`src/rtl/l2_mem_master.sv`:
```
// TileLink-UL initiator: line read/write commands out on A, source-tracked D responses back on rsp.
// Define L2_MEM_MASTER_FULLPUT_EN to issue PutFullData for writes with an all-ones mask.
module l2_mem_master #(
    parameter int ADDR_W   = 32,
    parameter int DATA_W   = 64,
    parameter int SOURCE_W = 2,
    parameter int NUM_SRC  = 4,
    parameter int TAG_W    = 4
) (
    input  logic                  clk,
    input  logic                  rst,
    input  logic                  cmd_valid,
    output logic                  cmd_ready,
    input  logic                  cmd_write,
    input  logic [ADDR_W-1:0]     cmd_addr,
    input  logic [DATA_W-1:0]     cmd_data,
    input  logic [DATA_W/8-1:0]   cmd_mask,
    input  logic [TAG_W-1:0]      cmd_tag,
    output logic                  a_valid,
    input  logic                  a_ready,
    output logic [2:0]            a_opcode,
    output logic [2:0]            a_param,
    output logic [2:0]            a_size,
    output logic [SOURCE_W-1:0]   a_source,
    output logic [ADDR_W-1:0]     a_address,
    output logic [DATA_W/8-1:0]   a_mask,
    output logic [DATA_W-1:0]     a_data,
    input  logic                  d_valid,
    output logic                  d_ready,
    input  logic [2:0]            d_opcode,
    input  logic [2:0]            d_size,
    input  logic [2:0]            d_param,
    input  logic [SOURCE_W-1:0]   d_source,
    input  logic [DATA_W-1:0]     d_data,
    output logic                  rsp_valid,
    input  logic                  rsp_ready,
    output logic                  rsp_write,
    output logic [TAG_W-1:0]      rsp_tag,
    output logic [DATA_W-1:0]     rsp_data,
    output logic                  rsp_err,
    output logic                  err_unexp,
    output logic                  busy
);
    localparam int MASK_W = DATA_W / 8;
    localparam logic [2:0] OP_GET       = 3'd4;
    localparam logic [2:0] OP_PUT_FULL  = 3'd0;
    localparam logic [2:0] OP_PUT_PART  = 3'd1;
    localparam logic [2:0] D_ACK        = 3'd0;
    localparam logic [2:0] D_ACK_DATA   = 3'd1;

    // Valid/ready: a transfer happens on a rising edge where valid && ready; the
    // sender holds valid and payload stable until then.

    logic [NUM_SRC-1:0] inuse;
    logic [NUM_SRC-1:0] ent_write;
    logic [TAG_W-1:0]   ent_tag [NUM_SRC];

    logic                have_free;
    logic [SOURCE_W-1:0] free_id;
    logic                hit;
    logic                hit_write;
    logic [TAG_W-1:0]    hit_tag;
    logic [2:0]          write_op;
    logic                cmd_fire;
    logic                d_fire;
    logic                unused_ok;

    assign unused_ok = ^{d_size, d_param};

    // Lowest free entry; scanning downward lets the lowest index win.
    always_comb begin
        have_free = 1'b0;
        free_id   = '0;
        for (int i = NUM_SRC - 1; i >= 0; i--) begin
            if (!inuse[i]) begin
                have_free = 1'b1;
                free_id   = SOURCE_W'(i);
            end
        end
    end

    // Sources at or beyond NUM_SRC never match and count as unexpected.
    always_comb begin
        hit       = 1'b0;
        hit_write = 1'b0;
        hit_tag   = '0;
        for (int i = 0; i < NUM_SRC; i++) begin
            if (d_source == SOURCE_W'(i)) begin
                hit       = inuse[i];
                hit_write = ent_write[i];
                hit_tag   = ent_tag[i];
            end
        end
    end

    always_comb begin
`ifdef L2_MEM_MASTER_FULLPUT_EN
        write_op = (&cmd_mask) ? OP_PUT_FULL : OP_PUT_PART;
`else
        write_op = OP_PUT_PART;
`endif
    end

    assign cmd_ready = !rst && have_free && (!a_valid || a_ready);
    assign cmd_fire  = cmd_valid && cmd_ready;
    assign d_ready   = !rsp_valid || rsp_ready;
    assign d_fire    = d_valid && d_ready;
    assign a_param   = 3'd0;
    assign a_size    = 3'($clog2(MASK_W));
    assign busy      = (|inuse) || a_valid || rsp_valid;

    // Free and allocate never collide: the allocator picks from the pre-free vector.
    always_ff @(posedge clk or posedge rst) begin
        if (rst) begin
            inuse     <= '0;
            ent_write <= '0;
            for (int i = 0; i < NUM_SRC; i++) ent_tag[i] <= '0;
        end else begin
            for (int i = 0; i < NUM_SRC; i++) begin
                if (d_fire && hit && d_source == SOURCE_W'(i)) inuse[i] <= 1'b0;
                if (cmd_fire && free_id == SOURCE_W'(i)) begin
                    inuse[i]     <= 1'b1;
                    ent_write[i] <= cmd_write;
                    ent_tag[i]   <= cmd_tag;
                end
            end
        end
    end

    always_ff @(posedge clk or posedge rst) begin
        if (rst) begin
            a_valid   <= 1'b0;
            a_opcode  <= '0;
            a_source  <= '0;
            a_address <= '0;
            a_mask    <= '0;
            a_data    <= '0;
        end else if (cmd_fire) begin
            a_valid   <= 1'b1;
            a_opcode  <= cmd_write ? write_op : OP_GET;
            a_source  <= free_id;
            a_address <= cmd_addr;
            a_mask    <= cmd_write ? cmd_mask : {MASK_W{1'b1}};
            a_data    <= cmd_write ? cmd_data : '0;
        end else if (a_ready) begin
            a_valid   <= 1'b0;
        end
    end

    always_ff @(posedge clk or posedge rst) begin
        if (rst) begin
            rsp_valid <= 1'b0;
            rsp_write <= 1'b0;
            rsp_tag   <= '0;
            rsp_data  <= '0;
            rsp_err   <= 1'b0;
            err_unexp <= 1'b0;
        end else begin
            if (d_fire && hit) begin
                rsp_valid <= 1'b1;
                rsp_write <= hit_write;
                rsp_tag   <= hit_tag;
                rsp_data  <= hit_write ? '0 : d_data;
                rsp_err   <= hit_write ? (d_opcode != D_ACK) : (d_opcode != D_ACK_DATA);
            end else if (rsp_ready) begin
                rsp_valid <= 1'b0;
            end
            if (d_fire && !hit) err_unexp <= 1'b1;
        end
    end
endmodule

```
`config.mk`:
```
export PLATFORM = sky130hd
export DESIGN_NAME = l2_mem_master
export DESIGN_NICKNAME = d
export VERILOG_FILES = /design/src/rtl/l2_mem_master.sv
export SDC_FILE = /design/constraint.sdc
export NUM_CORES = 1
export LEC_CHECK = 0
export ABC_CLOCK_PERIOD_IN_PS = 4800
export BUFFER_PORTS_ARGS = -buffer_cell sky130_fd_sc_hd__buf_2
export CORE_AREA = 4 4 144 146
export CTS_CLUSTER_SIZE = 16
export DETAILED_ROUTE_END_ITERATION = 8
export DIE_AREA = 0 0 148 150
export PLACE_DENSITY = 0.72
export SETUP_SLACK_MARGIN = 0.2
export SLEW_MARGIN = 20
export SYNTH_ARGS = -nofsm -noshare
export SYNTH_HDL_FRONTEND = slang
export SYNTH_SLANG_ARGS = --single-unit
```
`constraint.sdc`:
```
create_clock -name clk -period 4.8 [get_ports clk]
set_input_delay 0 -clock clk [delete_from_list [all_inputs] [get_ports clk]]
set_output_delay 0 -clock clk [all_outputs]
set_load 0.02 [all_outputs]
```
======== After elaboration in Yosys (flattened, before gate mapping) ========
Index checks and enable logic that the tools add are counted.
word-level totals
  bits in registers ....................... 206
  logic and storage cells ................. 100
operators by class
  eq/ne operators ......................... 7
  muxes and demuxes ....................... 37
  reduce and logical (&&, ||, !) cells .... 32
operators with widths
  operator              number
  $mux W64              2
  $mux W1               25
  $mux W4               4
  $logic_and A1 B1 Y1   14
  $reduce_bool A2 Y1    6
  $eq A2 B2 Y1 const B  4
  $mux W2               4
  $mux W8               1
  $eq A2 B1 Y1 const B  2
  $logic_not A1 Y1      4
  $logic_not A2 Y1      2
  $logic_or A1 B1 Y1    4
  $reduce_or A4 Y1      1
  $mux W3               1
  $ne A3 B1 Y1 const B  1
  $reduce_bool A3 Y1    1

======== Logic depth before layout (Yosys ltp) ========
  depth in word-level cells ............... 9
  gate-level depth with buffers ........... 6
  mapped depth without buffers ............ 4

======== Worst setup path before layout ========
OpenSTA, ideal clock, no wires.
  kind .................................... in2reg
  start point ............................. in rst
  end point ............................... reg a_address[10]
  arrival ................................. 3.918 ns
  setup slack ............................. 0.757 ns
  stages .................................. 5
  cells stage by stage .................... inv_2 > nand4_1 > buf_2 > buf_4 > mux2_2
on the way
  cells in the longest elaborated chain, start to end .. 4
ends and longest elaborated chain
  item                               line  source
  start: declaration                 11    input logic rst,
  $logic_not A1 Y1 (no line)         -
  $logic_and A1 B1 Y1 (2 in series)  104   assign cmd_ready = !rst && have_free && (!a_valid || a_ready);
  $logic_and A1 B1 Y1                105   assign cmd_fire = cmd_valid && cmd_ready;
  end signal: assignment             142   a_address <= cmd_addr;
  end: declaration                   25    output logic [ADDR_W-1:0] a_address,
No other way between the ends.
A chain may end at the register's enable or synchronous reset.

======== Worst setup path in the final report ========
  start point ............................. reg inuse[1]
  end point ............................... reg rsp_err
on the way
  cells in the longest elaborated chain, start to end .. 4
ends and longest elaborated chain
  item                              line  source
  start: declaration                54    logic [NUM_SRC-1:0] inuse;
  start signal: assignment          115   inuse <= '0;
  start signal: indexed assignment  120   if (d_fire && hit && d_source == SOURCE_W'(i)) inuse[i] <= 1'b0;
  start signal: indexed assignment  122   inuse[i] <= 1'b1;
  $mux W1 (3 in series)             88    if (d_source == SOURCE_W'(i)) begin
  $logic_and A1 B1 Y1               159   if (d_fire && hit) begin
  end signal: assignment            164   rsp_err <= hit_write ? (d_opcode != D_ACK) : (d_opcode != D_ACK_DATA);
  end: declaration                  40    output logic rsp_err,
No other way between the ends.

==> summary by stage <==
CTS
Buffers added to address setup during post-CTS repair amount to 0. The insertion delay of the later-clocked pin in the worst-skew pair is 0.49 ns. Clock tree synthesis found a total of about 200 sinks. Clock tree synthesis inserted a total of 22 buffers. The clock slew at the register clock pins of the worst setup and hold paths is 0.06 ns. The CTS tree is yes. The post-cts resize count is 0. The cell chosen for the clock root is sky130_fd_sc_hd__clkbuf_16. The clock tree buffer depth is 3. In this run the number of H-tree levels came out at 1.

Setup path
On the critical path, the stage with the largest delay is an instance of sky130_fd_sc_hd__nand3_4. The worst reg-to-reg path cell count is 6. The number of buffer and inverter stages on the critical path is 2. The delay contributed by the slowest stage of the critical path is ~0.66 ns.

The family of cells with the greatest summed delay on the critical path is buffers and inverters. The kind of end point of the critical path is a register. STA puts the critical path data required time at a little over 5 ns. The reg2reg setup slack is between 1.5 and 2 ns. Data on the critical path arrives at its endpoint at roughly 3.6 ns. Along the worst path, the maximum fanout reaches 72.

The signal on the critical path passes through mux4_2 > nand3_4 > nor3_1 > dlygate4sd3_1 > a21oi_1 > dlygate4sd3_1. Counting stages on the worst path, the most repeated cell is sky130_fd_sc_hd__dlygate4sd3_1. The type of the worst setup path is reg2reg. The endpoint of the worst-slack reg-to-reg timing path is rsp_err.

The startpoint kind of the worst setup timing path is a register. The worst register-to-register path begins at inuse[1].

Detailed routing
The total vias in the final route is around 7300. The number of DRC violations after detailed routing is 0. The final layout contains routed wiring with a total length of 27.52 mm. In the final routed layout, each cell accounts on average for approximately 19 microns. The detailed-routed wire length on met3 is 2.537 mm. After the first detailed-routing iteration, the DRC count stood at around 340. The routed design uses 13.72 mm of met2 wire. The count of nets left with antenna violations once routing finished came out at 0. The first-pass detailed-route iteration total is 5. The highest metal layer carrying signal wires in the routed design is met4. The via density per instance is ~5. The detailed router put a total of between 10 and 15 mm of wire on met1.

Yosys
The share of the Yosys chip area taken by registers is 0.6363. By area the synthesized netlist is led by sky130_fd_sc_hd__dfrtp_1 (64%), sky130_fd_sc_hd__a22o_1 (7.0%), sky130_fd_sc_hd__mux2_2 (6.8%), sky130_fd_sc_hd__nand2_1 (6.7%), sky130_fd_sc_hd__o21ai_0 (4.7%). The synthesis-stage register bit count is 205. The biggest area contributor in the post-synthesis netlist is sky130_fd_sc_hd__dfrtp_1.

The flip-flop cell with the highest count after synthesis is sky130_fd_sc_hd__dfrtp_1. The async set or reset register ratio after synthesis is 1.000. The number of synthesized flops with an enable pin is 0. Counting distinct cell types in the post-synthesis netlist gives 40. The number of warning messages in the yosys log is 0. Of the post-synthesis cell area, the dominant cell type holds 0.6363.

The mapped netlist covers a little over 8000 sq um. Synthesis handed over a netlist of between 600 and 700 instances. Averaged over all synthesized cells, the footprint is 12.38 sq um.

Timing
For this run, the top clock speed supported by timing is just over 300 MHz. Across all hold checks on the routed design, the worst slack comes to ~0.056 ns. Across the routed clock network, the largest skew measured is between 0.007 and 0.008 ns. The post-layout minimum cycle time is around 3.3 ns. Headroom to the max-slew limit came out at 0.4046. Summed over all failing endpoints, the final setup total negative slack is 0 ns. Setup violations remaining at the end of the flow were counted as 0. Setup repair after global routing left no endpoint under its margin.

The fraction of the cycle the final worst path needs is 0.6773. The number of failing hold endpoints at the final stage is 0. The max-slew violation count is 0. The actual transition at the worst max-transition pin is 0.8932 ns.

Layout
The layout has between 1000 and 1500 filler cells. The final non-filler cell area is around 13000 sq um. The repair_antennas step left the layout with diodes totalling 0.

The multi-input gate area in the final layout is roughly 2600 sq um. The layout overhead on the synthesized area is 55.83%. Summing all flip-flop and latch instances after layout gives approximately 5100 sq um.

The share of post-route cells with drive strength above 1 is 0.3946. At the end of the flow, the number of nets in the layout was between 1000 and 1500. Once layout is complete, the utilization of the core stands at 0.6476. The filler-free cell count of the finished design is 1461.

Global routing
The via count of the first global-routing pass is ~7700. Entering global routing, the biggest net connects between 150 and 200 pins. The initial antenna violation count is 0. Across every metal layer, demand over resource in global routing totals 0.2410. The first global-routing pass estimated about 43 mm of wire. The leftover overflow at the end of global routing is 0.

Power
The leakage power of the design is 6.382 nW. For this design the ratio of total power to cell area is between 500 and 600 nW/um^2. The largest vdd supply drop is between 0.2 and 0.25 mV.

Worst hold path
The worst hold path cell count is 4. The path with the worst hold slack has its endpoint at inuse[3]. The class of the worst hold path is in2reg.

The worst hold path begins at d_source[1].

Place
The cell area after placement is about 10000 sq um. The number of placed cells counting well taps is between 1000 and 1500. Routability-driven placement finished with a final weighted congestion of 0.7878.

The HPWL after detailed placement is 16.25 mm. In this run the tool buffered the top-level ports with 367 buffer cells.

Floorplan
Row generation in the floorplan step produced 51 rows. The die height is about 150 microns. The placeable core region is between 15000 and 20000 sq um.

The die is between 100 and 150 microns wide. The count of boundary I/O pins is ~380. The die area is 22200 sq um.

The starting utilization of the core area is 0.4156.

Status
The run finished with clean final reports.

Run
Across the run, the number of max-cap violations was 0.
-- cell type report --
type	instances	area share
multi-input combinational	396	0.2094
sequential	205	0.4084
clock inverter	4	0.005578
timing repair buffer	553	0.2946
clock buffer	35	0.05418
inverter	3	0.001494
tap	265	0.02639
-- worst max-delay path by stage --
stage | cells after the start | end | slack [ns] | from
3_3_place_gp | 4 | rsp_data[33] | 2.09 | inuse[1]
5_1_grt | 6 | rsp_err | 1.34 | inuse[0]
3_5_place_dp | 4 | rsp_data[27] | 2.11 | inuse[1]
6_report | 6 | rsp_err | 1.55 | inuse[1]
4_1_cts | 6 | rsp_err | 1.57 | inuse[2]
2_1_floorplan | 5 | a_address[10] | 0.76 | rst
-- state kept, by name, summed over array words and instances (netlist names) --
signal     cells
a_opcode       2
ent_write      4
a_data        64
a_mask         8
rsp_err        1
rsp_data      64
err_unexp      1
ent_tag       16
rsp_tag        4
rsp_valid      1
a_valid        1
a_source       2
a_address     32
inuse          4
rsp_write      1
-- worst register-to-register path: stages, from the launching register on --
cell                            delay (ns)
sky130_fd_sc_hd__dfrtp_1              0.46
sky130_fd_sc_hd__mux4_2               0.34
sky130_fd_sc_hd__nand3_4              0.66
sky130_fd_sc_hd__nor3_1               0.42
sky130_fd_sc_hd__dlygate4sd3_1        0.63
sky130_fd_sc_hd__a21oi_1              0.07
sky130_fd_sc_hd__dlygate4sd3_1        0.55
-- layer usage --
layer,vias up,track usage
met3,59,0.06451
met2,386,0.4158
met4,0,0.08268
li1,3302,-
met5,-,0
met1,3547,0.2940
-- kinds of logic after synthesis --
kind of cell / synth area share
other: 0.0009316
AND/OR/NAND/NOR: 0.09359
flip-flops: 0.6363
AO/OA/AOI/OAI: 0.1245
XOR/XNOR: 0.002173
buffers and inverters: 0.03973
multiplexers: 0.1027
-- cells in the mapped netlist (2+ instances only) --
library cell,number
sky130_fd_sc_hd__a21oi_1,3
sky130_fd_sc_hd__a22o_1,64
sky130_fd_sc_hd__and3_1,2
sky130_fd_sc_hd__buf_2,19
sky130_fd_sc_hd__buf_4,8
sky130_fd_sc_hd__buf_6,8
sky130_fd_sc_hd__clkbuf_1,17
sky130_fd_sc_hd__conb_1,2
sky130_fd_sc_hd__dfrtp_1,205
sky130_fd_sc_hd__inv_1,2
sky130_fd_sc_hd__mux2_1,4
sky130_fd_sc_hd__mux2_2,49
sky130_fd_sc_hd__mux2_4,5
sky130_fd_sc_hd__mux2i_1,3
sky130_fd_sc_hd__mux4_2,5
sky130_fd_sc_hd__nand2_1,144
sky130_fd_sc_hd__nand2b_1,2
sky130_fd_sc_hd__nand3_4,2
sky130_fd_sc_hd__nand4_1,2
sky130_fd_sc_hd__nor2_1,2
sky130_fd_sc_hd__nor2b_1,8
sky130_fd_sc_hd__o21ai_0,76
sky130_fd_sc_hd__xor2_1,2
-- power by group --
group | switching, mW | total, mW | leakage (nW) | internal [mW]
Clock | 0.665 | 1.74 | 0.370 | 1.08
Combinational | 1.29 | 2.20 | 3.43 | 0.916
Sequential | 0.335 | 2.59 | 2.58 | 2.25
-- repair_timing --
item,CTS,global route
hold endpoints to repair,274,0
setup endpoints to repair,0,0
hold buffers,182,0
-- through the flow --
stage                     worst slack [ns]  total power, mW
after detailed placement             2.107            4.599
after floorplan                     0.7570            3.852
after CTS                            1.574            6.480
after global placement               2.091            4.543
final                                1.549            6.532
after global routing                 1.338            6.829
-- cells in the final DEF, fill, tap and decap left out, drive strengths merged --
master / netlist / final
nand2b: 3 / 3
mux2: 58 / 58
mux2i: 4 / 4
clkbuf: 17 / 35
o2bb2ai: 1 / 1
nor3: 2 / 2
o31ai: 1 / 1
a21oi: 3 / 3
o21bai: 1 / 1
nand2: 144 / 144
a31oi: 1 / 1
or2: 1 / 1
conb: 2 / 7
o31a: 1 / 1
dfrtp: 205 / 205
a22o: 64 / 64
nor3b: 1 / 1
xor2: 2 / 2
inv: 3 / 3
nor2: 3 / 3
bufinv: 0 / 2
dlygate4sd3: 0 / 182
nor2b: 8 / 8
nand3: 3 / 3
or4b: 1 / 1
a221oi: 1 / 1
and3: 2 / 2
nand4: 2 / 2
clkinv: 0 / 2
nor4: 1 / 1
buf: 35 / 371
o21ai: 76 / 76
mux4: 5 / 5
Note: power is estimated with default switching activity, not from simulation.
